===== src/rtl/gol_pkg.sv =====
// Shared definitions for the Game-of-Life engine: FSM state encoding and
// the (row, col) -> flat grid bit mapping used by every grid consumer.
package gol_pkg;

  // Engine control states, kept as plain 2-bit constants so older blocks
  // that compare against raw codes keep working.
  typedef logic [1:0] state_t;
  localparam state_t ST_IDLE = 2'd0;
  localparam state_t ST_RUN  = 2'd1;
  localparam state_t ST_HALT = 2'd2;

  // Row 0 is the most-significant row; column 0 is the MS bit of its row.
  function automatic int cell_index(input int r, input int c,
                                    input int rows, input int cols);
    return (rows * cols - 1) - (r * cols + c);
  endfunction

endpackage


===== src/rtl/gol_next.sv =====
// Combinational B3/S23 next-generation logic for a ROWS x COLS grid.
// WRAP=0 treats everything outside the grid as dead, WRAP=1 is toroidal.
module gol_next
  import gol_pkg::*;
#(
  parameter int ROWS = 8,
  parameter int COLS = 8,
  parameter int WRAP = 0
) (
  input  logic [ROWS*COLS-1:0] i_grid,
  output logic [ROWS*COLS-1:0] o_next
);

  // Live-neighbour count of cell (r, c); 8 neighbours fit in 4 bits.
  function automatic logic [3:0] live_nbrs(input logic [ROWS*COLS-1:0] g,
                                           input int r, input int c);
    logic [3:0] n;
    int rr;
    int cc;
    n = '0;
    for (int dr = -1; dr <= 1; dr++) begin
      for (int dc = -1; dc <= 1; dc++) begin
        rr = r + dr;
        cc = c + dc;
        if (!(dr == 0 && dc == 0)) begin
          if (WRAP != 0) begin
            rr = (rr + ROWS) % ROWS;
            cc = (cc + COLS) % COLS;
          end
          if (rr >= 0 && rr < ROWS && cc >= 0 && cc < COLS)
            n = n + {3'd0, g[cell_index(rr, cc, ROWS, COLS)]};
        end
      end
    end
    return n;
  endfunction

  // Apply survive-on-2/3, born-on-3 to every cell.
  always_comb begin
    logic [3:0] w_n;
    logic       w_cur;
    o_next = '0;
    w_n    = '0;
    w_cur  = 1'b0;
    for (int r = 0; r < ROWS; r++) begin
      for (int c = 0; c < COLS; c++) begin
        w_n   = live_nbrs(i_grid, r, c);
        w_cur = i_grid[cell_index(r, c, ROWS, COLS)];
        o_next[cell_index(r, c, ROWS, COLS)] =
          (w_n == 4'd3) || (w_cur && (w_n == 4'd2));
      end
    end
  end

endmodule


===== src/rtl/gol_engine.sv =====
// Game-of-Life engine: grid register, IDLE/RUN/HALT control, generation
// counter and sticky stable/extinct/done flags. One generation per clock.
module gol_engine
  import gol_pkg::*;
#(
  parameter int ROWS  = 8,
  parameter int COLS  = 8,
  parameter int WRAP  = 0,
  parameter int GEN_W = 16
) (
  input  logic                 clk,
  input  logic                 reset,
  input  logic                 load,
  input  logic [ROWS*COLS-1:0] seed,
  input  logic                 run,
  input  logic                 step,
  input  logic [GEN_W-1:0]     max_gen,
  output logic [ROWS*COLS-1:0] grid,
  output logic [GEN_W-1:0]     gen_count,
  output logic                 busy,
  output logic                 stable,
  output logic                 extinct,
  output logic                 done,
  output logic [1:0]           dbg_state
);

  localparam logic [GEN_W-1:0] CNT_MAX = '1;

  logic [ROWS*COLS-1:0] r_grid;
  logic [GEN_W-1:0]     r_gen_count;
  state_t               r_state;
  logic                 r_stable;
  logic                 r_extinct;
  logic                 r_done;

  logic [ROWS*COLS-1:0] w_next;
  logic                 w_same;
  logic                 w_empty;
  logic [GEN_W-1:0]     w_inc;
  logic [GEN_W-1:0]     w_cnt_next;
  logic                 w_limit;

  gol_next #(.ROWS(ROWS), .COLS(COLS), .WRAP(WRAP)) u_next (
    .i_grid (r_grid),
    .o_next (w_next)
  );

  // Stability/extinction tests and the saturating counter increment.
  always_comb begin
    w_same     = (w_next == r_grid);
    w_empty    = (r_grid == '0);
    w_inc      = r_gen_count + GEN_W'(1);
    w_cnt_next = (r_gen_count == CNT_MAX) ? r_gen_count : w_inc;
    // w_inc wraps to 0 at saturation, which never equals a nonzero limit.
    w_limit    = (max_gen != '0) && (w_inc == max_gen);
  end

  // Control FSM and datapath; load overrides everything except reset.
  always_ff @(posedge clk or posedge reset) begin
    if (reset) begin
      r_grid      <= '0;
      r_gen_count <= '0;
      r_state     <= ST_IDLE;
      r_stable    <= 1'b0;
      r_extinct   <= 1'b0;
      r_done      <= 1'b0;
    end else if (load) begin
      r_grid      <= seed;
      r_gen_count <= '0;
      r_state     <= ST_IDLE;
      r_stable    <= 1'b0;
      r_extinct   <= 1'b0;
      r_done      <= 1'b0;
    end else begin
      case (r_state)
        ST_IDLE: begin
          // run wins over step; the transition cycle commits nothing.
          if (run) begin
            r_state <= ST_RUN;
          end else if (step) begin
            r_grid      <= w_next;
            r_gen_count <= w_cnt_next;
            r_stable    <= w_same;
            r_extinct   <= w_same && w_empty;
          end
        end
        ST_RUN: begin
          if (!run) begin
            r_state <= ST_IDLE;
          end else if (w_same) begin
            r_stable  <= 1'b1;
            r_extinct <= w_empty;
            r_state   <= ST_HALT;
          end else begin
            r_grid      <= w_next;
            r_gen_count <= w_cnt_next;
            if (w_limit) begin
              r_done  <= 1'b1;
              r_state <= ST_HALT;
            end
          end
        end
        ST_HALT: begin
          r_state <= ST_HALT;
        end
        default: begin
          r_state <= ST_IDLE;
        end
      endcase
    end
  end

  assign grid      = r_grid;
  assign gen_count = r_gen_count;
  assign busy      = (r_state == ST_RUN);
  assign stable    = r_stable;
  assign extinct   = r_extinct;
  assign done      = r_done;
  assign dbg_state = r_state;

endmodule


===== config.mk =====
export PLATFORM = sky130hd
export DESIGN_NAME = gol_engine
export DESIGN_NICKNAME = d
export VERILOG_FILES = /design/src/rtl/gol_pkg.sv /design/src/rtl/gol_next.sv /design/src/rtl/gol_engine.sv
export SDC_FILE = /design/constraint.sdc
export NUM_CORES = 1
export LEC_CHECK = 0
export ABC_CLOCK_PERIOD_IN_PS = 4900
export BUFFER_PORTS_ARGS = -buffer_cell sky130_fd_sc_hd__buf_2
export CORE_AREA = 2 2 214 216
export DETAILED_ROUTE_END_ITERATION = 10
export DIE_AREA = 0 0 216 218
export GPL_TIMING_DRIVEN = 0
export SLEW_MARGIN = 20
export SYNTH_ARGS = -nofsm -noshare
export SYNTH_HDL_FRONTEND = slang
export SYNTH_HIERARCHICAL = 1
export SYNTH_SLANG_ARGS = --single-unit

===== constraint.sdc =====
create_clock -name clk -period 4.9 [get_ports clk]
set_clock_uncertainty 0.05 [all_clocks]
set_input_delay 0.98 -clock clk [delete_from_list [all_inputs] [get_ports clk]]
set_output_delay 0.98 -clock clk [all_outputs]
set_load 0.05 [all_outputs]

==> results of run 1 <==
kinds of logic after synthesis:
kind of cell             count (synthesis)
AND/OR/NAND/NOR                        314
buffers and inverters                  301
flip-flops                              85
AO/OA/AOI/OAI                          230
adder cells (fa/ha/maj)                333
multiplexers                            64
XOR/XNOR                                87
routing by layer:
metal / vias up / share of wire (%)
met5: - / 0.021
met4: 2 / 4.3
met3: 91 / 6.2
met2: 364 / 47
met1: 5996 / 42
li1: 5367 / -
cell usage in the layout, fill, tap and decap left out, drive strengths merged, types with 4 or more instances in the layout:
| cell type | Yosys | final |
|---|---|---|
| o21ai | 104 | 104 |
| a211oi | 4 | 4 |
| clkinvlp | 0 | 34 |
| clkbuf | 23 | 38 |
| a21oi | 78 | 78 |
| a31oi | 8 | 8 |
| nor3b | 25 | 25 |
| o31ai | 20 | 20 |
| nor2 | 46 | 46 |
| ha | 136 | 136 |
| or2 | 30 | 30 |
| mux2i | 64 | 64 |
| inv | 265 | 237 |
| buf | 13 | 331 |
| xor2 | 6 | 6 |
| fa | 196 | 196 |
| nand2 | 83 | 83 |
| nand3 | 41 | 41 |
| nor3 | 11 | 11 |
| dfrtp | 85 | 85 |
| nor2b | 9 | 9 |
| xnor2 | 81 | 81 |
| nand4 | 24 | 24 |
| or4 | 4 | 4 |
| nor4 | 29 | 29 |
state kept, by name, summed over array words and instances (netlist names):
| register | cells |
|---|---|
| extinct | 1 |
| done | 1 |
| stable | 1 |
| grid | 64 |
| dbg_state | 2 |
| gen_count | 16 |
cells in the mapped netlist, types with 2 or more instances:
cell type / n
inv_1: 265
or3_1: 3
nand3_1: 41
nand4_1: 23
dfrtp_1: 85
nor4_2: 2
nor3_1: 11
nor2_1: 46
a2111oi_2: 2
xnor2_1: 81
or4_1: 4
fa_1: 196
xor2_1: 6
buf_2: 12
a311oi_1: 2
a211oi_2: 2
nor3b_1: 24
a31oi_1: 8
or2_2: 30
clkbuf_1: 23
mux2i_1: 64
and4_1: 2
nand2_1: 83
o21a_1: 2
and2_1: 3
o31ai_1: 20
ha_1: 136
a211oi_1: 2
o22ai_1: 3
a21oi_1: 78
nand2b_1: 3
nor2b_1: 9
a21o_1: 3
o21ai_0: 104
nor4_1: 26
what timing repair did:
| item | in CTS | in global routing |
|---|---|---|
| buffers inserted | 126 | 20 |
| pin swaps | 37 | 38 |
| endpoints found under the setup margin | 85 | 84 |
| resized for setup | 208 | 134 |
| gates cloned | 6 | 7 |
metrics by stage:
stage / util [%] / setup TNS [ns]
finish: 40.3 / -14.47
global route: 40.3 / -27.15
CTS: 38.8 / -9.16
detailed placement: 34.0 / -85.10
global placement: 33.9 / -94.31
floorplan: - / -2.74
worst max-delay path by stage:
stage	from	to	slack, ns	cells past startpoint
after global routing	grid[28]	grid[56]	-0.37	19
final	grid[28]	grid[56]	-0.23	20
after global placement	grid[28]	grid[21]	-1.16	17
after detailed placement	grid[36]	grid[19]	-1.26	17
after floorplan	grid[41]	grid[14]	-0.05	19
after CTS	grid[44]	gen_count[8]	-0.18	20
critical path: stages, from the launching register on:
cell and delay (ns):
dfrtp_2 0.44, clkinvlp_4 0.15, buf_8 0.15, fa_1 0.52, fa_1 0.43, fa_1 0.49
inv_1 0.05, ha_2 0.18, fa_2 0.35, or2_4 0.27, a21oi_4 0.16, xnor2_2 0.15
nand4_1 0.19, nor4_2 0.37, and4_4 0.32, a21o_4 0.16, buf_12 0.15, buf_16 0.16
clkbuf_16 0.18, nand2_2 0.05, o21ai_1 0.08
cell type report:
| type | instances | area, um^2 | share of cell area [%] |
|---|---|---|---|
| diodes | 3 | 7.51 | 0.0415 |
| plain buffers | 35 | 384 | 2.12 |
| clock buffers | 9 | 225 | 1.24 |
| clock inverters | 7 | 86.3 | 0.477 |
| inverters | 265 | 1130 | 6.22 |
| multi-input cells | 1028 | 11100 | 61.1 |
| flip-flops and latches | 85 | 2180 | 12.1 |
| well taps | 600 | 751 | 4.15 |
| repair buffers | 325 | 2290 | 12.6 |
==> metrics.txt, run 1 <==
Overall Global Routing Usage 20.4%; synth warn 6; global routing met1 resource utilization 26.1%; main area contributors after synthesis fa_1 (30%), dfrtp_1 (16%), ha_1 (13%); kind of critical path reg2reg; Highest Clock Rate 195 MHz; initial antenna violation count 1; fin cells 2357; Rel. slew slack 31.0%; Max Cap Viol 0; Cell Area, Synth 13300 um^2; simple-gate area share of the yosys netlist 12.6%; clk slew on worst S/H paths 0.08 ns; H-tree levels 3; number of flops mapped to enable cells by yosys 0; die area 47100 um^2; status complete, but fails checks; adder-cell share of the synthesized area 42.5%; Worst Max-Slew Pin Slew 1.04 ns; Port Buf Inserts 169; hpwl dp 34800 um; TritonCTS Sinks 85; Fillers 4391; dpl cells 2184; FF-to-FF End grid[56]; Hold Violations, Final 0; share of cells above drive strength 1 38.7%; Hold Crit Start done; post-synthesis async set-or-reset flop share 100%; Total Wirelength 47600 um; row cnt 78; GRT met2 Usage 33.8%; First-pass DRT Iterations 5; CP Capture Type flop; Post-synth top flop dfrtp_1; clock root buffer clkbuf_16; hold slack final 0.485 ns; 1st-iter DRT viols 779; first-pass GRT wire length 72300 um; Max Slew Vio Count 0; failing checks negative setup slack; min Tclk post-route 5.13 ns; CTS buffer count 9; fin crit share 105%; R2R Setup Slk -0.23 ns; sequential share of the synthesized area 16.0%; fin area 18100 um^2; grt met3 use 3.61%; CP max FO 7; area post-placement 15300 um^2; Compound-Gate Fraction of Synth Area 9.73%; Synth top area share 29.6%; post-synth cell types 45; Hold WC Path Type reg2reg; Post-Syn Instances 1414; final net count 2166; Final setup viols 83; setup ws final -0.225 ns; Area Overhead vs Synth 36.5%; most used routing layer met2; GP Congestion 0.884; Avg Inst Size Synth 9.38 um^2; Hold Path Depth 2; vias per cell 5.01; gr ovfl total 0; DR DRC count 0; vias in the first global route 12300; post-synthesis register bit count 85; mux share of post-synthesis cell area 4.83%; DR WL/cell 20.2 um; Hold Buf Count CTS 0; critical path required time 5.18 ns; DP Worst Slack -1.26 ns; I/O pins 171; RR Startpoint grid[28]; xor/xnor share of the synthesized area 5.74%; R2R depth 20; largest family of logic cells by synthesized area adder cells; worst endpoint data arrival time 5.40 ns; Synth area leader fa_1; Hold EP done; clk buf depth 2; Die H 218 um; Post-DRT Antenna Nets 0; via count 11800; Initial Util 29.6%; CTS tree built; Critical Path Start Type flop; unrepaired setup endpoints after global routing true; largest net degree at the start of global routing 50; worst skew pair latency 0.40 ns; core area 44900 um^2; Net Count, Synth 1831; Die W 216 um
Power of run 1 is not shown: default switching activity piles up to over one toggle a cycle in this logic, so the estimate is an artifact.
==> inputs of run 2 (changes only) <==
CTS_BUF_LIST = sky130_fd_sc_hd__clkbuf_4 sky130_fd_sc_hd__clkbuf_8   (was default)
==> metrics.txt, run 2 (synthesized netlist as in run 1, its figures left out) <==
status complete, but fails checks; failing checks negative setup slack; worst skew pair latency 0.47 ns (+0.07 ns); CP max stage delay 0.53 ns (about the same); Port Buf Inserts 169 (unchanged); DR DRC count 0 (unchanged); vias in the first global route 12700 (+2.6%); kind of critical path reg2reg; slowest CP cell fa_1; Max Slew Vio Count 0 (unchanged); Rel. slew slack 32.6% (+1.6 points); Initial Util 29.6% (unchanged); clk slew on worst S/H paths 0.11 ns (+0.03 ns); Die W 216 um (unchanged); WL met3 3220 um (+9.3%); CP Capture Type flop; first-pass GRT wire length 74200 um (+2.5%); hpwl dp 34800 um (unchanged); M1 wire length 20000 um (-0.40%); fin cells 2361 (+0.17%); CP bufs+invs 6 (unchanged); First-pass DRT Iterations 5 (unchanged); via count 12000 (+1.1%); Highest Clock Rate 193 MHz (-1.3%); initial antenna violation count 1 (unchanged); Hold Violations, Final 0 (unchanged); min Tclk post-route 5.19 ns (+0.0697 ns); Crit path top cell by count fa_1; unrepaired setup endpoints after global routing true; Max Cap Viol 0 (unchanged); die area 47100 um^2 (unchanged); vias per cell 5.06 (+0.95%); largest net degree at the start of global routing 50 (unchanged); share of cells above drive strength 1 38.4% (-0.27 points); CP max FO 9 (+2); gr ovfl total 0 (unchanged); Overall Global Routing Usage 20.9% (+0.48 points); crit-path cells clkinvlp_4 > buf_4 > fa_1 > fa_1 > fa_1 > inv_1 > ha_2 > fa_2 > or2_2 > a21oi_4 > xnor2_2 > nand4_1 > nor4_2 > and4_4 > a21o_4 > buf_12 > buf_16 > clkbuf_16 > nand2_1 > o21ai_1; CTS tree built; Fillers 4441 (+1.1%); R2R Setup Slk -0.29 ns (-0.07 ns); CTS buffer count 9 (unchanged); Largest delay share family, worst path adder cells; Post-DRT Antenna Nets 0 (unchanged); dpl cells 2184 (unchanged); worst endpoint data arrival time 5.54 ns (+0.14 ns); fin crit share 106% (+1.4 points); Area Overhead vs Synth 35.6%; clk buf depth 2 (unchanged); max FFs per register 64 (unchanged); Hold WC Path Type in2async; DR WL/cell 20.4 um (+0.79%); met2 routed WL 22800 um (+0.90%); 1st-iter DRT viols 833 (+6.9%); row cnt 78 (unchanged); setup ws final -0.295 ns (-0.0697 ns); RR Startpoint grid[43]; Worst Max-Slew Pin Slew 1.01 ns (-0.0240 ns); FF-to-FF End grid[57]; critical path required time 5.24 ns (+0.06 ns); R2R depth 20 (unchanged); Die H 218 um (unchanged); clock root buffer clkbuf_8; Final setup viols 80 (-3.6%); most common cell after layout, fill and taps aside inv_1; Total Wirelength 48100 um (+0.97%); TritonCTS Sinks 85 (unchanged); Hold Buf Count CTS 0 (unchanged); top layer in use met5; core area 44900 um^2 (unchanged); Critical Path Start Type flop; H-tree levels 3 (unchanged); final net count 2173 (+0.32%); # diodes 0 (-3); I/O pins 171 (unchanged); most frequent cells in the layout inv_1 (225), fa_1 (174), buf_2 (172); GP Congestion 0.884 (unchanged)
==> run 2: cell count changes in the layout (fill, tap and decap cells not counted), moves of 3 or more <==
cell and change:
nand2_4 -18, nand2_1 +15, clkbuf_8 +10, buf_12 +4
buf_4 +3, clkbuf_16 -11, diode_2 -3, nand2_2 +3
o31ai_4 -3, o21ai_1 -5, o31ai_2 +5
==> run 2: routing by layer <==
metal | vias to the layer above | GRT usage, %
met3 | 111 | 5.05
met5 | - | 0
met1 | 6065 | 26.1
li1 | 5375 | -
met2 | 400 | 34.4
met4 | 2 | 8.93
==> run 2: area by class of cell <==
class | count | area, um^2 | area share, %
clock inverter | 7 | 86.3 | 0.480
sequential | 85 | 2180 | 12.1
tap | 600 | 751 | 4.17
multi-input combinational | 1028 | 10900 | 60.8
clock buffer | 9 | 124 | 0.689
inverter | 265 | 1130 | 6.27
buffer | 34 | 395 | 2.20
timing repair buffer | 333 | 2380 | 13.2
==> run 2: how the worst max path moves through the flow <==
stage	from	slack (ns)	cells past startpoint	to
floorplan	grid[41]	-0.05	19	grid[14]
global placement	grid[28]	-1.16	17	grid[21]
detailed placement	grid[36]	-1.26	17	grid[19]
CTS	grid[28]	-0.21	20	gen_count[8]
global route	grid[43]	-0.49	21	gen_count[11]
finish	grid[43]	-0.29	20	grid[57]
==> run 2: what timing repair did <==
item / in CTS / in global routing
setup endpoints to repair: 85 / 84
setup buffers: 146 / 17
gates resized for setup: 274 / 49
pin swaps: 70 / 25
cloned: 12 / 1
==> run 2: stage by stage <==
step	TNS (ns)	hold WS (ns)	cell area (um^2)	setup WS (ns)	utilization [%]
3_5_place_dp	-85.10	0.461	15300	-1.26	34.0
6_report	-19.23	0.477	18000	-0.295	40.1
3_3_place_gp	-94.31	0.455	15200	-1.16	33.9
4_1_cts	-10.37	0.461	17900	-0.206	39.9
5_1_grt	-34.75	0.503	18000	-0.489	40.1
2_1_floorplan	-2.74	0.640	13600	-0.0471	-
Power of run 2 is left out for the same reason.
==> inputs of run 3 (changes only) <==
ABC_CLOCK_PERIOD_IN_PS = 4500   (was 4900)
clock period = 4.5 ns   (was 4.9 ns; I/O delays follow)
==> metrics.txt, run 3 (synthesized netlist as in run 1, its figures left out) <==
met2 routed WL 22700 um (-0.48%); dpl cells 2184 (unchanged); Rel. slew slack 21.8% (-11 points); most frequent cells in the layout inv_1 (225), fa_1 (175), buf_2 (172); FF-to-FF End gen_count[3]; largest net degree at the start of global routing 65 (+30%); Worst Max-Slew Pin Slew 1.17 ns (+0.162 ns); status complete, but fails checks; critical path required time 4.75 ns (-0.49 ns); CP Capture Type flop; vias per cell 5.03 (-0.56%); share of cells above drive strength 1 36.4% (-2.1 points); area post-placement 15300 um^2 (about the same); fin cells 2346 (-0.64%); core area 44900 um^2 (unchanged); initial antenna violation count 2 (+1); Critical Path Start Type flop; Total Wirelength 47600 um (-1.0%); most common cell after layout, fill and taps aside inv_1; DR DRC count 0 (unchanged); fin crit share 118% (+12 points); clk buf depth 2 (unchanged); Max Cap Viol 0 (unchanged); setup ws final -0.796 ns (-0.501 ns); vias in the first global route 12200 (-3.7%); die area 47100 um^2 (unchanged); hpwl dp 34700 um (-0.28%); Area Overhead vs Synth 33.9%; GP Congestion 0.872 (-1.3%); kind of critical path reg2reg; R2R Setup Slk -0.80 ns (-0.50 ns); CTS tree built; DR WL/cell 20.3 um (-0.39%); Hold Violations, Final 0 (unchanged); Highest Clock Rate 189 MHz (-1.9%); CTS buffer count 9 (unchanged); I/O pins 171 (unchanged); Die W 216 um (unchanged); clock root buffer clkbuf_8; row cnt 78 (unchanged); WL met3 2780 um (-14%); unrepaired setup endpoints after global routing true; 1st-iter DRT viols 976 (+17%); hold slack final 0.373 ns (-0.104 ns); RR Startpoint grid[28]; Port Buf Inserts 169 (unchanged); Post-DRT Antenna Nets 0 (unchanged); final net count 2156 (-0.78%); M1 wire length 20200 um (+0.80%); First-pass DRT Iterations 5 (unchanged); Die H 218 um (unchanged); clk slew on worst S/H paths 0.11 ns (about the same); Final setup viols 85 (+6.3%); worst skew pair latency 0.41 ns (-0.06 ns); H-tree levels 3 (unchanged); TritonCTS Sinks 85 (unchanged); min Tclk post-route 5.30 ns (+0.101 ns); via count 11800 (-1.2%); failing checks negative setup slack; max FFs per register 64 (unchanged); first-pass GRT wire length 72200 um (-2.6%); CP max FO 5 (-4); worst endpoint data arrival time 5.55 ns (about the same); Initial Util 29.6% (unchanged); fin area 17800 um^2 (-1.2%); Overall Global Routing Usage 20.1% (-0.75 points); Max Slew Vio Count 0 (unchanged); gr ovfl total 0 (unchanged); Hold WC Path Type in2async; top layer in use met5; R2R depth 20 (unchanged)
-- run 3: worst max-delay path, stage by stage, from the launching register on --
cell and delay, ns:
dfrtp_2 0.46, clkinvlp_4 0.15, buf_6 0.15, fa_1 0.55
fa_1 0.44, fa_1 0.54, inv_2 0.05, ha_4 0.16
fa_2 0.35, or2_4 0.24, a21oi_4 0.19, xnor2_4 0.12
nand4_1 0.17, nor4_2 0.07, and4_4 0.22, a21o_1 0.19
buf_12 0.14, buf_12 0.12, or3_4 0.44, buf_8 0.16
o31ai_2 0.20
-- run 3: cell type report --
cell class              instances  area, um^2
fillers                      4449       27100
multi-input cells            1028       10900
repair buffers                315        2230
flip-flops and latches         85        2180
inverters                     265        1130
well taps                     600         751
plain buffers                  35         350
clock buffers                  10         138
clock inverters                 6        68.8
diodes                          2        5.00
-- run 3: metrics by stage --
stage                     setup WS [ns]  TNS (ns)  util (%)
final                            -0.796    -60.56      39.6
after global routing             -0.975    -75.71      39.6
after CTS                        -0.680    -50.98      38.3
after detailed placement          -1.62   -119.05      34.0
after global placement            -1.56   -166.37      33.9
after floorplan                  -0.447    -34.34         -
-- run 3: worst max-delay path by stage --
| stage | from | endpoint | slack (ns) | cells after the start |
|---|---|---|---|---|
| floorplan | grid[41] | grid[14] | -0.45 | 19 |
| global placement | grid[28] | grid[21] | -1.56 | 17 |
| global route | grid[43] | grid[60] | -0.98 | 21 |
| CTS | grid[28] | grid[53] | -0.68 | 21 |
| detailed placement | grid[28] | grid[19] | -1.62 | 17 |
| finish | grid[28] | gen_count[3] | -0.80 | 20 |
-- run 3: repair_timing --
action / CTS / global route
buffers inserted: 118 / 28
pin swaps: 43 / 45
gates cloned: 5 / 5
hold buffers: 0 / 0
resized for setup: 187 / 110
setup endpoints to repair: 85 / 85
-- run 3: metal layers --
metal	up-vias	global-route usage (%)
li1	5328	-
met1	5959	26.4
met2	421	33.5
met3	99	2.87
met4	4	7.90
met5	-	0
Power of run 3 is left out for the same reason.
